File: config.mk
export PLATFORM = sky130hd
export DESIGN_NAME = hazard_control_flat
export DESIGN_NICKNAME = d
export VERILOG_FILES = /design/src/rtl/hazard_control_if.sv /design/src/rtl/hazard_control.sv /design/src/flat_wrapper.sv
export SDC_FILE = /design/constraint.sdc
export NUM_CORES = 1
export LEC_CHECK = 0
export ABC_AREA = 1
export CAP_MARGIN = 20
export CORE_ASPECT_RATIO = 0.9
export CORE_MARGIN = 2
export CORE_UTILIZATION = 36
export CTS_CLUSTER_DIAMETER = 80
export CTS_CLUSTER_SIZE = 14
export DETAILED_ROUTE_END_ITERATION = 16
export PLACE_DENSITY = 0.92
export SYNTH_ARGS = -nofsm -noshare
export SYNTH_HDL_FRONTEND = slang
export SYNTH_SLANG_ARGS = --single-unit
File: constraint.sdc
create_clock -name CLK -period 2.5 [get_ports CLK]
set_input_delay 0.75 -clock CLK [delete_from_list [all_inputs] [get_ports CLK]]
set_output_delay 0.75 -clock CLK [all_outputs]
set_load 0.005 [all_outputs]
File: src/rtl/hazard_control_if.sv
// hazard_control_if: pipeline-side bus between the datapath and the hazard/flow-control unit.
interface hazard_control_if #(
  parameter int ADDRESS_WIDTH = 5,
  parameter int CNT_WIDTH = 16
);
  logic [ADDRESS_WIDTH-1:0] Rs1D, Rs2D, Rs1E, Rs2E, RdE, RdM, RdW;
  logic [1:0] ResultSrcE;
  logic RegWriteM, RegWriteW, PCSrcE, MemReqM, MemReadyM;
  logic StallF, StallD, StallE, StallM;
  logic FlushD, FlushE, FlushW;
  logic [1:0] ForwardAE, ForwardBE;
  logic MemTimeout;
  logic [CNT_WIDTH-1:0] StallCount, FlushCount;
  modport master (
    output Rs1D, Rs2D, Rs1E, Rs2E, RdE, RdM, RdW, ResultSrcE,
           RegWriteM, RegWriteW, PCSrcE, MemReqM, MemReadyM,
    input  StallF, StallD, StallE, StallM, FlushD, FlushE, FlushW,
           ForwardAE, ForwardBE, MemTimeout, StallCount, FlushCount
  );
  modport slave (
    input  Rs1D, Rs2D, Rs1E, Rs2E, RdE, RdM, RdW, ResultSrcE,
           RegWriteM, RegWriteW, PCSrcE, MemReqM, MemReadyM,
    output StallF, StallD, StallE, StallM, FlushD, FlushE, FlushW,
           ForwardAE, ForwardBE, MemTimeout, StallCount, FlushCount
  );
endinterface

File: src/rtl/hazard_control.sv
// hazard_control: RV32I forwarding, load-use/branch hazards and a memory-wait FSM with watchdog.
// Define HAZARD_PERF_EN to build the saturating stall/flush performance counters.
module hazard_control #(
  parameter int ADDRESS_WIDTH = 5,
  parameter int WAIT_LIMIT = 64,
  parameter int CNT_WIDTH = 16
) (
  input logic CLK,
  input logic RST,
  hazard_control_if.slave hz
);
  typedef enum logic {RUN, MEM_WAIT} state_t;
  localparam int WW = $clog2(WAIT_LIMIT + 1);
  state_t state;
  logic [WW-1:0] wait_cnt, wait_nxt;
  logic lw_stall, entry, mem_stall, stall_f, flush_e, mem_timeout;
  function automatic logic [1:0] fwd(input logic [ADDRESS_WIDTH-1:0] rs, rd_m, rd_w,
                                     input logic we_m, we_w);
    return (we_m && rd_m != '0 && rd_m == rs) ? 2'b10 :
           (we_w && rd_w != '0 && rd_w == rs) ? 2'b01 : 2'b00;
  endfunction
  // The entry cycle already freezes the pipe; the exit cycle (ready) falls back to RUN rules.
  assign lw_stall = hz.ResultSrcE == 2'b01 && hz.RdE != '0 && (hz.RdE == hz.Rs1D || hz.RdE == hz.Rs2D);
  assign entry = state == RUN && hz.MemReqM && !hz.MemReadyM;
  assign mem_stall = entry || (state == MEM_WAIT && !hz.MemReadyM);
  assign stall_f = !RST && (mem_stall || (lw_stall && !hz.PCSrcE));
  assign flush_e = RST || (!mem_stall && (lw_stall || hz.PCSrcE));
  assign hz.StallF = stall_f;
  assign hz.StallD = stall_f;
  assign hz.StallE = !RST && mem_stall;
  assign hz.StallM = !RST && mem_stall;
  assign hz.FlushD = RST || (!mem_stall && hz.PCSrcE);
  assign hz.FlushE = flush_e;
  assign hz.FlushW = RST || mem_stall;
  assign hz.ForwardAE = RST ? 2'b00 : fwd(hz.Rs1E, hz.RdM, hz.RdW, hz.RegWriteM, hz.RegWriteW);
  assign hz.ForwardBE = RST ? 2'b00 : fwd(hz.Rs2E, hz.RdM, hz.RdW, hz.RegWriteM, hz.RegWriteW);
  assign hz.MemTimeout = mem_timeout;
  // wait_cnt counts every frozen cycle of the current wait, the entry cycle included.
  assign wait_nxt = entry ? WW'(1) :
                    (state == MEM_WAIT && !hz.MemReadyM && wait_cnt != WW'(WAIT_LIMIT)) ? wait_cnt + WW'(1) :
                    wait_cnt;
  always_ff @(posedge CLK or posedge RST) begin
    if (RST) begin
      state <= RUN;
      wait_cnt <= '0;
      mem_timeout <= 1'b0;
    end else begin
      state <= mem_stall ? MEM_WAIT : RUN;
      wait_cnt <= wait_nxt;
      mem_timeout <= mem_timeout || wait_nxt == WW'(WAIT_LIMIT);
    end
  end
`ifdef HAZARD_PERF_EN
  logic [CNT_WIDTH-1:0] stall_count, flush_count;
  always_ff @(posedge CLK or posedge RST) begin
    if (RST) begin
      stall_count <= '0;
      flush_count <= '0;
    end else begin
      if (stall_f && !(&stall_count)) stall_count <= stall_count + 1'b1;
      if (flush_e && !(&flush_count)) flush_count <= flush_count + 1'b1;
    end
  end
  assign hz.StallCount = stall_count;
  assign hz.FlushCount = flush_count;
`else
  assign hz.StallCount = CNT_WIDTH'(0);
  assign hz.FlushCount = CNT_WIDTH'(0);
`endif
endmodule

File: src/flat_wrapper.sv
// flat-port wrapper written by rule: the top's interface ports become plain ports
module hazard_control_flat 
#(
  parameter int ADDRESS_WIDTH = 5,
  parameter int WAIT_LIMIT = 64,
  parameter int CNT_WIDTH = 16
)
  (CLK, RST, hz_Rs1D, hz_Rs2D, hz_Rs1E, hz_Rs2E, hz_RdE, hz_RdM, hz_RdW, hz_ResultSrcE, hz_RegWriteM, hz_RegWriteW, hz_PCSrcE, hz_MemReqM, hz_MemReadyM, hz_StallF, hz_StallD, hz_StallE, hz_StallM, hz_FlushD, hz_FlushE, hz_FlushW, hz_ForwardAE, hz_ForwardBE, hz_MemTimeout, hz_StallCount, hz_FlushCount);
  hazard_control_if #(.ADDRESS_WIDTH(ADDRESS_WIDTH), .CNT_WIDTH(CNT_WIDTH)) hz_i ();
  input logic CLK;
  input logic RST;
  input wire logic [$bits(hz_i.Rs1D)-1:0] hz_Rs1D;
  input wire logic [$bits(hz_i.Rs2D)-1:0] hz_Rs2D;
  input wire logic [$bits(hz_i.Rs1E)-1:0] hz_Rs1E;
  input wire logic [$bits(hz_i.Rs2E)-1:0] hz_Rs2E;
  input wire logic [$bits(hz_i.RdE)-1:0] hz_RdE;
  input wire logic [$bits(hz_i.RdM)-1:0] hz_RdM;
  input wire logic [$bits(hz_i.RdW)-1:0] hz_RdW;
  input wire logic [$bits(hz_i.ResultSrcE)-1:0] hz_ResultSrcE;
  input wire logic [$bits(hz_i.RegWriteM)-1:0] hz_RegWriteM;
  input wire logic [$bits(hz_i.RegWriteW)-1:0] hz_RegWriteW;
  input wire logic [$bits(hz_i.PCSrcE)-1:0] hz_PCSrcE;
  input wire logic [$bits(hz_i.MemReqM)-1:0] hz_MemReqM;
  input wire logic [$bits(hz_i.MemReadyM)-1:0] hz_MemReadyM;
  output wire logic [$bits(hz_i.StallF)-1:0] hz_StallF;
  output wire logic [$bits(hz_i.StallD)-1:0] hz_StallD;
  output wire logic [$bits(hz_i.StallE)-1:0] hz_StallE;
  output wire logic [$bits(hz_i.StallM)-1:0] hz_StallM;
  output wire logic [$bits(hz_i.FlushD)-1:0] hz_FlushD;
  output wire logic [$bits(hz_i.FlushE)-1:0] hz_FlushE;
  output wire logic [$bits(hz_i.FlushW)-1:0] hz_FlushW;
  output wire logic [$bits(hz_i.ForwardAE)-1:0] hz_ForwardAE;
  output wire logic [$bits(hz_i.ForwardBE)-1:0] hz_ForwardBE;
  output wire logic [$bits(hz_i.MemTimeout)-1:0] hz_MemTimeout;
  output wire logic [$bits(hz_i.StallCount)-1:0] hz_StallCount;
  output wire logic [$bits(hz_i.FlushCount)-1:0] hz_FlushCount;
  assign hz_i.Rs1D = hz_Rs1D;
  assign hz_i.Rs2D = hz_Rs2D;
  assign hz_i.Rs1E = hz_Rs1E;
  assign hz_i.Rs2E = hz_Rs2E;
  assign hz_i.RdE = hz_RdE;
  assign hz_i.RdM = hz_RdM;
  assign hz_i.RdW = hz_RdW;
  assign hz_i.ResultSrcE = hz_ResultSrcE;
  assign hz_i.RegWriteM = hz_RegWriteM;
  assign hz_i.RegWriteW = hz_RegWriteW;
  assign hz_i.PCSrcE = hz_PCSrcE;
  assign hz_i.MemReqM = hz_MemReqM;
  assign hz_i.MemReadyM = hz_MemReadyM;
  assign hz_StallF = hz_i.StallF;
  assign hz_StallD = hz_i.StallD;
  assign hz_StallE = hz_i.StallE;
  assign hz_StallM = hz_i.StallM;
  assign hz_FlushD = hz_i.FlushD;
  assign hz_FlushE = hz_i.FlushE;
  assign hz_FlushW = hz_i.FlushW;
  assign hz_ForwardAE = hz_i.ForwardAE;
  assign hz_ForwardBE = hz_i.ForwardBE;
  assign hz_MemTimeout = hz_i.MemTimeout;
  assign hz_StallCount = hz_i.StallCount;
  assign hz_FlushCount = hz_i.FlushCount;
  hazard_control #(.ADDRESS_WIDTH(ADDRESS_WIDTH), .WAIT_LIMIT(WAIT_LIMIT), .CNT_WIDTH(CNT_WIDTH)) u_core (.CLK(CLK), .RST(RST), .hz(hz_i));
endmodule
Word level (Yosys, flattened, before mapping)

Index checks and enable logic that the tools add are counted.
Widths: inputs -> output; s select.

$add $sub $neg: 1
Eq/ne operators: 9
Multiplexer cells: 9
Bitwise operators: 1
Reduce and logical (&&, ||, !) cells: 32

Operator list:

| cell                | number |
|---|---|
| $eq 5x5->1          | 6 |
| $logic_and 1x1->1   | 17 |
| $reduce_bool 5->1   | 3 |
| $mux 7              | 2 |
| $logic_or 1x1->1    | 8 |
| $mux 2              | 4 |
| $add 7x1->7 const B | 1 |
| $eq 7x7->1 const B  | 1 |
| $ne 7x7->1 const B  | 1 |
| $logic_not 1->1     | 4 |
| $mux 1              | 3 |
| $eq 2x1->1 const B  | 1 |
| $not 1->1           | 1 |

Register bits: 9
Input port bits: 44
Output and inout bits: 44

Depth between registers and ports, before layout

Word-level depth: 7
Mapped depth: 13
Mapped depth without buffers: 13

Least setup slack after synthesis

OpenSTA, ideal clock, no wires.

Kind: input-to-output
Start: in hz_RdE[1]
End: out hz_StallF
Arrival time: 1.587 ns
Setup slack: 0.163 ns
Cell stages on the path: 7
Buffers on the path: 1
Cells stage by stage: or2_0 > a21oi_1 > nand3_1 > nand2_1 > nand2_1 > a21oi_1 > buf_4

Cells in the longest elaborated chain, start to end: 6

Ends and longest elaborated chain:

| element                                                      | RTL line             | RTL |
|---|---|---|
| from (decl)                                                  | flat_wrapper.sv:16   | `input wire logic [$bits(hz_i.RdE)-1:0] hz_RdE;` |
| $eq 5x5->1 / $reduce_bool 5->1 (equally long branches)       | hazard_control.sv:23 | `assign lw_stall = hz.ResultSrcE == 2'b01 && hz.RdE != '0 && (hz.RdE == hz.Rs1D \|\| hz.RdE == hz.Rs2D);` |
| $logic_or 1x1->1 / $logic_and 1x1->1 (equally long branches) | hazard_control.sv:23 |  |
| $logic_and 1x1->1 *                                          | hazard_control.sv:23 |  |
| $logic_and 1x1->1 *                                          | hazard_control.sv:26 | `assign stall_f = !RST && (mem_stall \|\| (lw_stall && !hz.PCSrcE));` |
| $logic_or 1x1->1 *                                           | hazard_control.sv:26 |  |
| $logic_and 1x1->1 *                                          | hazard_control.sv:26 |  |
| to (decl)                                                    | flat_wrapper.sv:25   | `output wire logic [$bits(hz_i.StallF)-1:0] hz_StallF;` |

Every way passes the cells marked *; elsewhere a longest branch is shown, timed or not.

Final worst setup path

Start: in hz_PCSrcE
End: out hz_FlushE

Cells in the longest elaborated chain, start to end: 3

Ends and longest elaborated chain:

| element           | RTL line             | RTL |
|---|---|---|
| from (decl)       | flat_wrapper.sv:22   | `input wire logic [$bits(hz_i.PCSrcE)-1:0] hz_PCSrcE;` |
| $logic_or 1x1->1  | hazard_control.sv:27 | `assign flush_e = RST \|\| (!mem_stall && (lw_stall \|\| hz.PCSrcE));` |
| $logic_and 1x1->1 | hazard_control.sv:27 |  |
| $logic_or 1x1->1  | hazard_control.sv:27 |  |
| to (decl)         | flat_wrapper.sv:30   | `output wire logic [$bits(hz_i.FlushE)-1:0] hz_FlushE;` |

Every way passes these cells.

==> impl_metrics.csv <==
group,metric,value,unit
synth,yosys.area.top_type,"buf_4",
timing,setup_viol,3,
cells_and_area,final_core_util,62.5,%
timing,rsz0062_at_grt,"yes",
synth,yosys-top-cells-area,"buf_4, dfrtp_1, nand2_1",
global_routing,grt_use_total,18.7,%
worst_setup_path,critPathMaxFanout,2,
flow_run,drv.max_cap_violation_count,0,
route,vias_per_cell,4.47,
synth,synth_cell_types,28,
clock_network,cts_tree,"built",
synth,yosys.area_share.adder,1.89,%
worst_setup_path,cp_common_cell,"nand2_2",
global_routing,busiest_layer,"met2",
route,routed_wl,4.00,mm
timing,finalHoldViolations,0,
cells_and_area,nets,332,
synth,yosys.area.top_type_share,19.2,%
place,portBuffers,55,
cells_and_area,final_layout_size_suffix_gt1_share,41.1,%
hold_path,hold_class,"reg -> reg",
route,avgRoutedWirePerCell,12.2,um
power,p_sw,0.275,mW
worst_setup_path,cp_top_family,"buffers and inverters",
timing,holdWs,0.463,ns
run_status,failed_checks,"negative setup slack",
worst_setup_path,critPathRequiredTime,1.75,ns
worst_setup_path,crit_path_cell_trace,"clkdlybuf4s50_1, nand2_2, nand2_2, buf_6, o21bai_1, buf_2",
timing,slew_violations,0,
place,place_congestion,0.904,
synth,yosysWarnings,0,
power,intPower,0.465,mW
power,power_density,343,nW/um^2
die,coreArea,3450,um^2
synth,synth_area,1330,um^2
synth,synthMuxAreaShare,0,%
timing,timing.final.ws_setup,-0.0281,ns
die,die_area,4190,um^2
route,drt_iter0_drc,54,
synth,synthSimpleGateAreaFrac,33.3,%
synth,avgSynthCellArea,6.66,um^2
timing,fin_crit,2.53,ns
clock_network,clock_path_buffers,2,
die,die_h,61.6,um
route,drc,0,
worst_setup_path,endpoint_kind,"output port",
clock_network,cts_buffers,3,
route,ant_nets,0,
clock_network,clk_pin_slew,0.04,ns
power,p_seq_share,26.3,%
power,p_sw_share,37.2,%
synth,synthCells,199,
route,drt-pass1-iter-count,4,
synth,synth_compound_area_share,4.43,%
timing,setup-tns-final,-0.0549,ns
timing,fmax,396,MHz
power,finalPower,0.740,mW
clock_network,clock_sinks,9,
cells_and_area,diodes,0,
timing,finClkSkew,0.00273,ns
power,p_clk_share,21.9,%
timing,fin_crit_sh,101,%
die,die-width,68.0,um
clock_network,cts_root_buffer,"clkbuf_8",
global_routing,grt_pass1_wl,5.97,mm
power,p_leak,1.21,nW
worst_setup_path,worstSetupPathType,"in -> out",
synth,synth_top_family_by_area,"simple AND/OR/NAND/NOR gates",
die,initial_utilization,38.4,%
global_routing,grt_pass1_vias,1443,
place,place_hpwl,2.96,mm
global_routing,grtUsageMet3,3.66,%
synth,yosys.area_share.xor_xnor,16.5,%
clock_network,insertion_delay,0.23,ns
synth,synth-seq-cells,9,
global_routing,gr-total-overflow,0,
route,vias,1469,
die,rows,20,
die,io_pins,88,
worst_setup_path,critPathMaxStageDelay,0.47,ns
global_routing,met2_usage,36.2,%
global_routing,grt_start_max_net_pins,10,
worst_setup_path,worst-path-buf-inv,3,
run_status,outcome,"finished, violations left",
cells_and_area,fillers,294,
global_routing,grt_antenna_before_repair,0,
cells_and_area,fin_area,2160,um^2
synth,synth_seq_area_share,17.0,%
clock_network,ctsHoldBuffers,0,
clock_network,h-tree-depth,1,
worst_setup_path,slowest_stage,"clkdlybuf4s50_1",
global_routing,grtUsageMet1,19.9,%
power,pwr-share-comb,51.8,%
cells_and_area,syn2layout_area_growth,62.6,%
power,ir_drop,0.000165,V
worst_setup_path,critPathLaunchType,"input port",
place,placed_area,1970,um^2
worst_setup_path,crit_arrival,1.78,ns
-- sequential cells by signal, indices dropped and copies added (netlist names) --
| register | count |
|---|---|
| u_core.wait_cnt | 7 |
| u_core.hz.MemTimeout | 1 |
| u_core.state | 1 |
-- final timing paths --
kind / from / end / slack [ns] / cells past startpoint
setup reg to reg: u_core.wait_cnt[0]$_DFF_PP0_ / u_core.hz.MemTimeout$_DFF_PP0_ / 1.01 / 13
hold / removal: u_core.hz.MemTimeout$_DFF_PP0_ / u_core.hz.MemTimeout$_DFF_PP0_ / 0.46 / 2
max in group asynchronous: RST / u_core.wait_cnt[3]$_DFF_PP0_ / 1.58 / 4
hold reg to reg: u_core.hz.MemTimeout$_DFF_PP0_ / u_core.hz.MemTimeout$_DFF_PP0_ / 0.46 / 2
setup / recovery: hz_PCSrcE / hz_FlushE / -0.03 / 6
min in group asynchronous: RST / u_core.wait_cnt[5]$_DFF_PP0_ / 0.79 / 4
-- final cells by class --
class | instances | area (um^2) | area share [%]
well taps | 44 | 55.1 | 2.55
clock buffers | 4 | 45.0 | 2.09
inverters | 26 | 100 | 4.64
flip-flops and latches | 9 | 225 | 10.4
repair buffers | 85 | 663 | 30.7
multi-input cells | 161 | 1070 | 49.5
-- cell usage in the layout (no fill, tap or decap), drive strengths merged --
master and n:
o21ai 3, nor3 3, or2 4, xor2 11
nand3 16, dlymetal6s2s 3, dlygate4sd2 11, nand4 5
clkbuf 15, buf 55, nand2 39, o22ai 1
clkdlybuf4s50 2, xnor2 14, ha 2, a21oi 6
conb 32, nand3b 2, nor2 20, clkdlybuf4s15 3
dfrtp 9, o21bai 1, nor3b 1, nor4 1
inv 26
-- per-layer routing --
layer	share of wire, %	vias up
met3	5.9	16
met2	55	69
met5	0	-
li1	-	723
met4	3.5	0
met1	36	661
-- what timing repair did --
action | in CTS | in global routing
gates resized for setup | 152 | 60
endpoints found under the hold margin | 0 | 0
buffers inserted | 5 | 1
endpoints found under the setup margin | 11 | 10
pin swaps | 32 | 33
-- power groups by stage --
stage          sequential (mW)  clock, mW  combinational (mW)
3_5_place_dp             0.196          0               0.342
2_1_floorplan            0.190          0               0.216
4_1_cts                  0.194      0.167               0.361
6_report                 0.195      0.162               0.383
5_1_grt                  0.198      0.179               0.423
3_3_place_gp             0.194          0               0.331
-- kinds of logic after synthesis --
logic type               after synthesis
flip-flops                             9
adder cells (fa/ha/maj)                2
other                                  1
XOR/XNOR                              25
AND/OR/NAND/NOR                       91
AO/OA/AOI/OAI                         11
buffers and inverters                 60
-- metrics by stage --
stage	worst slack, ns	std cells
4_1_cts	-0.0347	328
5_1_grt	-0.108	329
3_3_place_gp	-0.757	319
6_report	-0.0281	329
2_1_floorplan	0.163	230
3_5_place_dp	-0.780	319
-- synth_stat cells, drive strengths merged --
master,number
nand2,39
buf,34
inv,26
nor2,20
nand3,16
xnor2,14
xor2,11
dfrtp,9
a21oi,6
nand4,5
or2,4
nor3,3
o21ai,3
ha,2
nand3b,2
conb,1
nor3b,1
nor4,1
o21bai,1
o22ai,1
-- tightest hold or removal path, delay by kind of cell (launching register included) --
kind,cells,cell delay (ns)
and+or+nand+nor,1,0.05
DFF,1,0.34
buffers and inverters,1,0.04
No activity file was read; power rests on OpenSTA's default activity.
